**src/rtl/led_line_receiver.sv**
```systemverilog
// Receive side of the LED-strip SPI line: recovers start/pixel/end frames into a line buffer.
// Optional frame-abort timeout is built in when LED_LINE_RX_TIMEOUT_EN is defined.
module led_line_receiver #(
    parameter int unsigned ADD_WIDTH      = 8,
    parameter int unsigned TIMEOUT_CYCLES = 1024
) (
    input  logic                 clk,
    input  logic                 rst,
    input  logic                 spi_clk,
    input  logic                 spi_data,
    output logic [ADD_WIDTH-1:0] address,
    output logic [31:0]          pixel,
    output logic                 pixel_valid,
    output logic                 frame_start,
    output logic                 frame_done,
    output logic [ADD_WIDTH:0]   pixel_count,
    output logic                 overflow,
    output logic                 err,
    output logic                 busy
);

    typedef enum logic {StHunt, StData} state_e;

    localparam logic [ADD_WIDTH:0] CountMax = '1;

    logic sclk_meta_q, sclk_sync_q, sclk_prev_q;
    logic sdat_meta_q, sdat_sync_q;
    logic sclk_rise;
    logic [31:0] word;

    state_e                state_q, state_d;
    logic [31:0]           shift_q, shift_d;
    logic [5:0]            zero_cnt_q, zero_cnt_d;
    logic [4:0]            bit_cnt_q, bit_cnt_d;
    logic [ADD_WIDTH-1:0]  address_q, address_d;
    logic [31:0]           pixel_q, pixel_d;
    logic                  pixel_valid_q, pixel_valid_d;
    logic                  frame_start_q, frame_start_d;
    logic                  frame_done_q, frame_done_d;
    logic [ADD_WIDTH:0]    pixel_count_q, pixel_count_d;
    logic                  overflow_q, overflow_d;
    logic                  err_q, err_d;
    logic                  busy_q, busy_d;

`ifdef LED_LINE_RX_TIMEOUT_EN
    localparam int unsigned TmoW = $clog2(TIMEOUT_CYCLES + 1);
    localparam logic [TmoW-1:0] TmoLast = TmoW'(TIMEOUT_CYCLES - 1);
    logic [TmoW-1:0] tmo_cnt_q, tmo_cnt_d;
`endif

    assign sclk_rise = sclk_sync_q & ~sclk_prev_q;
    assign word      = {shift_q[30:0], sdat_sync_q};

    always_comb begin
        state_d       = state_q;
        shift_d       = shift_q;
        zero_cnt_d    = zero_cnt_q;
        bit_cnt_d     = bit_cnt_q;
        address_d     = address_q;
        pixel_d       = pixel_q;
        pixel_valid_d = 1'b0;
        frame_start_d = 1'b0;
        frame_done_d  = 1'b0;
        pixel_count_d = pixel_count_q;
        overflow_d    = overflow_q;
        err_d         = 1'b0;
`ifdef LED_LINE_RX_TIMEOUT_EN
        tmo_cnt_d     = '0;
`endif

        if (sclk_rise) begin
            shift_d = word;
        end
        // Address advances the cycle after its strobe so it is stable while written.
        if (pixel_valid_q) begin
            address_d = address_q + ADD_WIDTH'(1);
        end

        unique case (state_q)
            StHunt: begin
                if (sclk_rise) begin
                    if (sdat_sync_q) begin
                        zero_cnt_d = '0;
                    end else if (zero_cnt_q == 6'd31) begin
                        state_d       = StData;
                        zero_cnt_d    = '0;
                        bit_cnt_d     = '0;
                        address_d     = '0;
                        pixel_count_d = '0;
                        overflow_d    = 1'b0;
                        frame_start_d = 1'b1;
                    end else begin
                        zero_cnt_d = zero_cnt_q + 6'd1;
                    end
                end
            end
            StData: begin
`ifdef LED_LINE_RX_TIMEOUT_EN
                // An edge in the expiry cycle wins: it clears the counter first.
                if (!sclk_rise) begin
                    if (tmo_cnt_q == TmoLast) begin
                        err_d      = 1'b1;
                        state_d    = StHunt;
                        bit_cnt_d  = '0;
                        zero_cnt_d = '0;
                    end else begin
                        tmo_cnt_d = tmo_cnt_q + TmoW'(1);
                    end
                end
`endif
                if (sclk_rise) begin
                    bit_cnt_d = bit_cnt_q + 5'd1;
                    if (bit_cnt_q == 5'd31) begin
                        bit_cnt_d = '0;
                        if (word == 32'hFFFF_FFFF) begin
                            frame_done_d = 1'b1;
                            state_d      = StHunt;
                        end else if (word == 32'h0000_0000) begin
                            frame_start_d = 1'b1;
                            address_d     = '0;
                            pixel_count_d = '0;
                            overflow_d    = 1'b0;
                        end else if (word[31:29] == 3'b111) begin
                            // Top count bit clear means a free slot remains.
                            if (!pixel_count_q[ADD_WIDTH]) begin
                                pixel_d       = word;
                                pixel_valid_d = 1'b1;
                            end else begin
                                overflow_d = 1'b1;
                            end
                            if (pixel_count_q != CountMax) begin
                                pixel_count_d = pixel_count_q + 1'b1;
                            end
                        end else begin
                            err_d      = 1'b1;
                            state_d    = StHunt;
                            zero_cnt_d = '0;
                        end
                    end
                end
            end
            default: state_d = StHunt;
        endcase

        busy_d = (state_d == StData);
    end

    always_ff @(posedge clk or posedge rst) begin
        if (rst) begin
            sclk_meta_q   <= 1'b0;
            sclk_sync_q   <= 1'b0;
            sclk_prev_q   <= 1'b0;
            sdat_meta_q   <= 1'b0;
            sdat_sync_q   <= 1'b0;
            state_q       <= StHunt;
            shift_q       <= '0;
            zero_cnt_q    <= '0;
            bit_cnt_q     <= '0;
            address_q     <= '0;
            pixel_q       <= '0;
            pixel_valid_q <= 1'b0;
            frame_start_q <= 1'b0;
            frame_done_q  <= 1'b0;
            pixel_count_q <= '0;
            overflow_q    <= 1'b0;
            err_q         <= 1'b0;
            busy_q        <= 1'b0;
`ifdef LED_LINE_RX_TIMEOUT_EN
            tmo_cnt_q     <= '0;
`endif
        end else begin
            sclk_meta_q   <= spi_clk;
            sclk_sync_q   <= sclk_meta_q;
            sclk_prev_q   <= sclk_sync_q;
            sdat_meta_q   <= spi_data;
            sdat_sync_q   <= sdat_meta_q;
            state_q       <= state_d;
            shift_q       <= shift_d;
            zero_cnt_q    <= zero_cnt_d;
            bit_cnt_q     <= bit_cnt_d;
            address_q     <= address_d;
            pixel_q       <= pixel_d;
            pixel_valid_q <= pixel_valid_d;
            frame_start_q <= frame_start_d;
            frame_done_q  <= frame_done_d;
            pixel_count_q <= pixel_count_d;
            overflow_q    <= overflow_d;
            err_q         <= err_d;
            busy_q        <= busy_d;
`ifdef LED_LINE_RX_TIMEOUT_EN
            tmo_cnt_q     <= tmo_cnt_d;
`endif
        end
    end

    assign address     = address_q;
    assign pixel       = pixel_q;
    assign pixel_valid = pixel_valid_q;
    assign frame_start = frame_start_q;
    assign frame_done  = frame_done_q;
    assign pixel_count = pixel_count_q;
    assign overflow    = overflow_q;
    assign err         = err_q;
    assign busy        = busy_q;

endmodule

```
**config.mk**
```make
export PLATFORM = sky130hd
export DESIGN_NAME = led_line_receiver
export DESIGN_NICKNAME = d
export VERILOG_FILES = /design/src/rtl/led_line_receiver.sv
export SDC_FILE = /design/constraint.sdc
export NUM_CORES = 1
export LEC_CHECK = 0
export CAP_MARGIN = 20
export CORE_MARGIN = 2
export CORE_UTILIZATION = 63
export CTS_CLUSTER_SIZE = 30
export DETAILED_ROUTE_END_ITERATION = 8
export DONT_BUFFER_PORTS = 1
export PLACE_DENSITY = 0.9
export SETUP_SLACK_MARGIN = 0.5
export SYNTH_ARGS = -nofsm -noshare
export SYNTH_HDL_FRONTEND = slang
export SYNTH_SLANG_ARGS = --single-unit
```
**constraint.sdc**
```tcl
create_clock -name clk -period 4.6 [get_ports clk]
set_clock_uncertainty 0.1 [all_clocks]
set_input_delay 0.69 -clock clk [delete_from_list [all_inputs] [get_ports clk]]
set_output_delay 0.69 -clock clk [all_outputs]
set_load 0.005 [all_outputs]
```
Word-level counts from Yosys, hierarchy flattened
Index checks and enable logic that the tools add are counted. Widths: inputs -> output; s select.

Input port bits: 4. Register bits after elaboration: 102. Word-level logic and storage cells: 124.

Multiplexer cells: 75. Bitwise operators: 6. Eq/ne operators: 16. Reduce and logical (&&, ||, !) cells: 6. $add $sub $neg: 4.

Operators with widths (count): $mux 9 (9); $mux 8 (8); $mux 6 (8); $mux 1 (38); $eq 32x32->1 const B (1); $logic_not 32->1 (1); $mux 5 (5); $pmux 9 s2 (1); $pmux 8 s2 (1); $reduce_and 8->1 (2); $ne 2x2->1 const B (7); $pmux 6 s2 (1); $pmux 5 s2 (1); $add 9x1->9 const B (1); $ne 9x9->1 const B (1); $add 8x1->8 const B (1); $reduce_and 7->1 (1); $add 6x1->6 const B (1); $eq 6x5->1 const B (1); $ne 3x1->1 const B (2); $pmux 1 s2 (3); $reduce_and 6->1 (1); $add 5x1->5 const B (1); $eq 5x5->1 const B (1); other kinds (6) (10).

Longest topological paths before layout
Depth after elaboration: 8. Gate-level depth with buffers: 10. Mapped depth without buffers: 10.

Worst setup path before layout
Ideal clock, no wire load.

Kind: register to register. Start point: register pixel_count_q[0], in the netlist pixel_count[0]. End point: register pixel_count_q[7], in the netlist pixel_count[7]. Data required time: 4.379 ns. Period minus slack after synthesis: 2.464 ns. Stages on the path, launching flop included: 11. Buffers on the path: 0. Path slack: 2.136 ns. Arrival time: 2.243 ns. Cell sequence: dfrtp_1 -> ha_1 -> nand3_1 -> or2_2 -> nor2_1 -> ha_1 -> nand4b_1 -> or3_1 -> nor2_1 -> o211ai_1 -> a22o_1.

Word-level cells in the longest chain between the ends: 8. Elaborated cells on any way between the ends: 11. Classes of those cells: add/sub: 1; eq/ne: 2; mux: 7; reduce/logical: 1.

RTL lines: start, declared (line 40) `logic [ADD_WIDTH:0] pixel_count_q, pixel_count_d;`; start signal, assigned (line 186) `pixel_count_q <= pixel_count_d;`; $add 9x1->9 (line 132) `pixel_count_d = pixel_count_q + 1'b1;`; $mux 9 (line 131) `if (pixel_count_q != CountMax) begin`; $mux 9 (line 123) `end else if (word[31:29] == 3'b111) begin`; $mux 9 (line 118) `end else if (word == 32'h0000_0000) begin`; $mux 9 (line 115) `if (word == 32'hFFFF_FFFF) begin`; $mux 9 (line 113) `if (bit_cnt_q == 5'd31) begin`; $mux 9 (line 111) `if (sclk_rise) begin`; $pmux 9 s2 (line 79) `unique case (state_q)`.

Parallel ways exist; a longest one is shown, timed or not. The select of a mux whose other input is x is not followed. A chain may end at the register's enable or synchronous reset.

Worst setup path in the final report
Start point: register shift_q[29]. End point: register pixel_q[27], in the netlist pixel[27].

Word-level cells in the longest chain between the ends: 3. Elaborated cells on any way between the ends: 6. Classes of those cells: eq/ne: 2; bitwise: 2; reduce/logical: 2.

RTL lines: start, declared (line 32) `logic [31:0] shift_q, shift_d;`; start signal, assigned (line 178) `shift_q <= shift_d;`; $eq 32x32->1 / $logic_not 32->1 (equally long branches) (line 115, 118); $not 1->1 (no source line); $reduce_and 7->1 (no source line) (*); end signal, assigned (line 182) `pixel_q <= pixel_d;`; end, declared (line 36) `logic [31:0] pixel_q, pixel_d;`.

Mark *: on every way between the ends. The rest lies on a longest branch, timed or not.

==> results.py <==
metrics = {
    "outcome": {
        "status": "finished, final reports clean",
    },
    "clocking": {
        "clk_pin_slew_ps": 90,
        "cts_tree": "built",
        "clockBufferDepth": 2,
        "cts_buffers": 9,
        "post_cts_buffers": 0,
        "cts_root_buffer": "clkbuf_8",
        "ctsResizeCount": 0,
        "htreeDepth": 3,
        "cts_hold_buf": 0,
        "clock_latency_ps": 370,
        "clock_sinks": 102,
    },
    "yosys": {
        "ys_seq_area_share_pct": 58.1,
        "synth.avg_cell_area_um2": 10.7,
        "ys_ff_latch": 102,
        "syn_inst": 412,
        "syn_area_um2": 4400,
        "yosys_warnings": 0,
        "synth_edf_count": 0,
        "synth_cell_types": 47,
        "async_flop_share_pct": 100,
        "ys.flop_type": "dfrtp_1",
        "synth_fp_nets": 422,
    },
    "timing": {
        "fin_crit_sh_pct": 64.4,
        "slew_headroom_pct": 44.4,
        "finalHoldViolCount": 0,
        "setup_slack_ps": 1640,
        "worst_pin_slew_ps": 834,
        "maxSlewViolCount": 0,
        "fmax_mhz": 337,
        "tns_ps": 0,
        "post-route-min-period_ps": 2960,
        "finalSetupViolCount": 0,
        "hold_slack_ps": 244,
        "rsz0062_at_grt": "false",
    },
    "min_path": {
        "hp-class": "primary input to register",
    },
    "global_routing": {
        "antenna_found_initial": 0,
        "grt_use_total_pct": 25.6,
        "grt_first_pass_wirelength_um": 15100,
        "grt.overflow.total": 0,
        "grt_max_degree": 72,
        "grt_pass1_vias": 3192,
    },
    "floorplan": {
        "core_um2": 6760,
        "dieArea_um2": 7660,
        "die_h_um": 87.5,
        "ios": 59,
        "rows": 30,
        "dieWidth_um": 87.5,
        "start_util_pct": 65.1,
    },
    "routing": {
        "vias_per_cell": 6.25,
        "vias": 3106,
        "dr.pass1.iters": 6,
        "drc": 0,
        "drt_iter0_drc": 227,
        "wl_per_cell_um": 18.0,
        "antenna_left": 0,
        "totalWireLength_um": 8970,
    },
    "critical_path": {
        "critPathKind": "register to register",
        "arrival_ps": 3120,
        "worstPathMaxFanout": 18,
        "crit_required_ps": 4760,
        "start_kind": "register",
        "cp-end-kind": "register",
        "reg2reg_slack_ps": 1640,
    },
    "flow_run": {
        "drv_cap": 0,
    },
    "layout": {
        "regArea_um2": 2550,
        "instances_no_fill": 497,
        "multi_input_area_um2": 1760,
        "nFillCells": 486,
        "syn2layout_area_growth_pct": 6.66,
        "drive_gt1_share_pct": 14.6,
        "final_nets": 422,
        "n_antenna_cell": 0,
    },
    "placement": {
        "gp_congestion": 0.872,
        "port_buffers": 0,
        "dpl_worst_slack_ps": 1620,
        "dp_hpwl_um": 6120,
        "dpl.cell_count": 481,
    },
    "power_and_ir_drop": {
        "p_per_area_nw_per_um2": 368,
        "ir_drop_v": 0.000197,
        "power.leakage_nw": 2.31,
    },
}
==> sequential cells by signal, summed over array words and instances (netlist names), 5 cells and up <==
| signal | cells |
|---|---|
| address | 8 |
| bit_cnt_q | 5 |
| pixel | 32 |
| pixel_count | 9 |
| shift_q | 31 |
| zero_cnt_q | 6 |
==> metal layers <==
layer / routed length (um) / GRT usage, % / share of wire (%)
met1: 3720 / 33.0 / 41
met2: 4360 / 41.3 / 49
met3: 664 / 6.60 / 7.4
met4: 228 / 11.2 / 2.5
met5: 0 / 0 / 0
==> logic make-up (layout without fill, tap and decap cells) <==
| logic type | Yosys count | count (layout) | synth area share, % |
|---|---|---|---|
| AO/OA/AOI/OAI | 38 | 38 | 6.40 |
| XOR/XNOR | 5 | 5 | 0.996 |
| adder cells (fa/ha/maj) | 6 | 6 | 1.71 |
| buffers and inverters | 19 | 24 | 1.91 |
| flip-flops | 102 | 102 | 58.1 |
| multiplexers | 33 | 33 | 8.37 |
| AND/OR/NAND/NOR | 209 | 209 | 22.6 |
==> worst paths after layout <==
path,from,to,depth (start not counted)
max,shift_q[29]$_DFFE_PP0P_,pixel[27]$_DFFE_PP0P_,6
min,spi_data,sdat_meta_q$_DFF_PP0_,0
max reg2reg,shift_q[29]$_DFFE_PP0P_,pixel[27]$_DFFE_PP0P_,6
min reg2reg,sclk_meta_q$_DFF_PP0_,sclk_sync_q$_DFF_PP0_,0
max in group asynchronous,rst,shift_q[1]$_DFFE_PP0P_,2
min in group asynchronous,rst,pixel_count[7]$_DFFE_PP0P_,1
==> through the flow <==
stage | utilization [%] | power, mW | cell area (um2)
finish | 69.4 | 1.73 | 4690
global placement | 66.1 | 1.11 | 4470
floorplan | - | 1.08 | 4400
detailed placement | 66.1 | 1.12 | 4470
CTS | 69.4 | 1.73 | 4690
global route | 69.4 | 1.79 | 4690
==> power breakdown <==
| part | total [mW] | internal [mW] | switching [mW] |
|---|---|---|---|
| combinational | 0.111 | 0.0395 | 0.0713 |
| sequential | 0.996 | 0.936 | 0.0601 |
| clock | 0.621 | 0.319 | 0.302 |
==> synthesized netlist by cell type, types with 3 or more instances <==
library cell,count,area (um2)
xor2_1,3,26.3
nand2b_1,6,37.5
or4_1,3,22.5
inv_1,3,11.3
nor2b_1,3,18.8
or2_2,3,18.8
mux2_2,29,327
a21oi_1,3,15.0
o21ai_0,7,35.0
a22o_1,7,61.3
nand3_1,13,65.1
clkbuf_1,7,26.3
nand2_1,108,405
nor2_1,30,113
o211ai_1,7,52.6
ha_1,6,75.1
mux2i_1,3,30.0
nor4_1,11,68.8
buf_1,4,15.0
buf_2,4,20.0
nand3b_1,5,37.5
nand4_1,10,62.6
dfrtp_1,102,2550
nor3_1,4,20.0
==> final cells by class <==
| cell class | count | area share (%) |
|---|---|---|
| timing repair buffer | 5 | 0.800 |
| sequential | 102 | 54.4 |
| clock buffer | 10 | 2.93 |
| multi-input combinational | 291 | 37.6 |
| inverter | 3 | 0.293 |
| tap | 80 | 2.13 |
| clock inverter | 6 | 1.81 |
==> worst max-delay path, stage by stage (launching register included) <==
cell and delay [ps]:
dfrtp_1 450, nand3_2 170, or4_4 530, nor3_2 300, or4_1 550, buf_4 370, mux2_2 370
==> placed cells by master (no fill, tap or decap), drive strengths merged, types with 3 or more instances in the layout <==
| cell type | instances |
|---|---|
| nand4 | 10 |
| or2 | 3 |
| buf | 5 |
| o211ai | 7 |
| o21ai | 8 |
| nor2b | 3 |
| a22o | 7 |
| o31ai | 3 |
| ha | 6 |
| dfrtp | 102 |
| nor3 | 5 |
| clkbuf | 10 |
| mux2i | 3 |
| nor2 | 30 |
| nand3b | 5 |
| nor4 | 11 |
| nand2 | 108 |
| nand3 | 14 |
| a21oi | 3 |
| or4 | 5 |
| mux2 | 30 |
| nand2b | 6 |
| inv | 3 |
| xor2 | 3 |
Note: power is estimated with default switching activity, not from simulation.
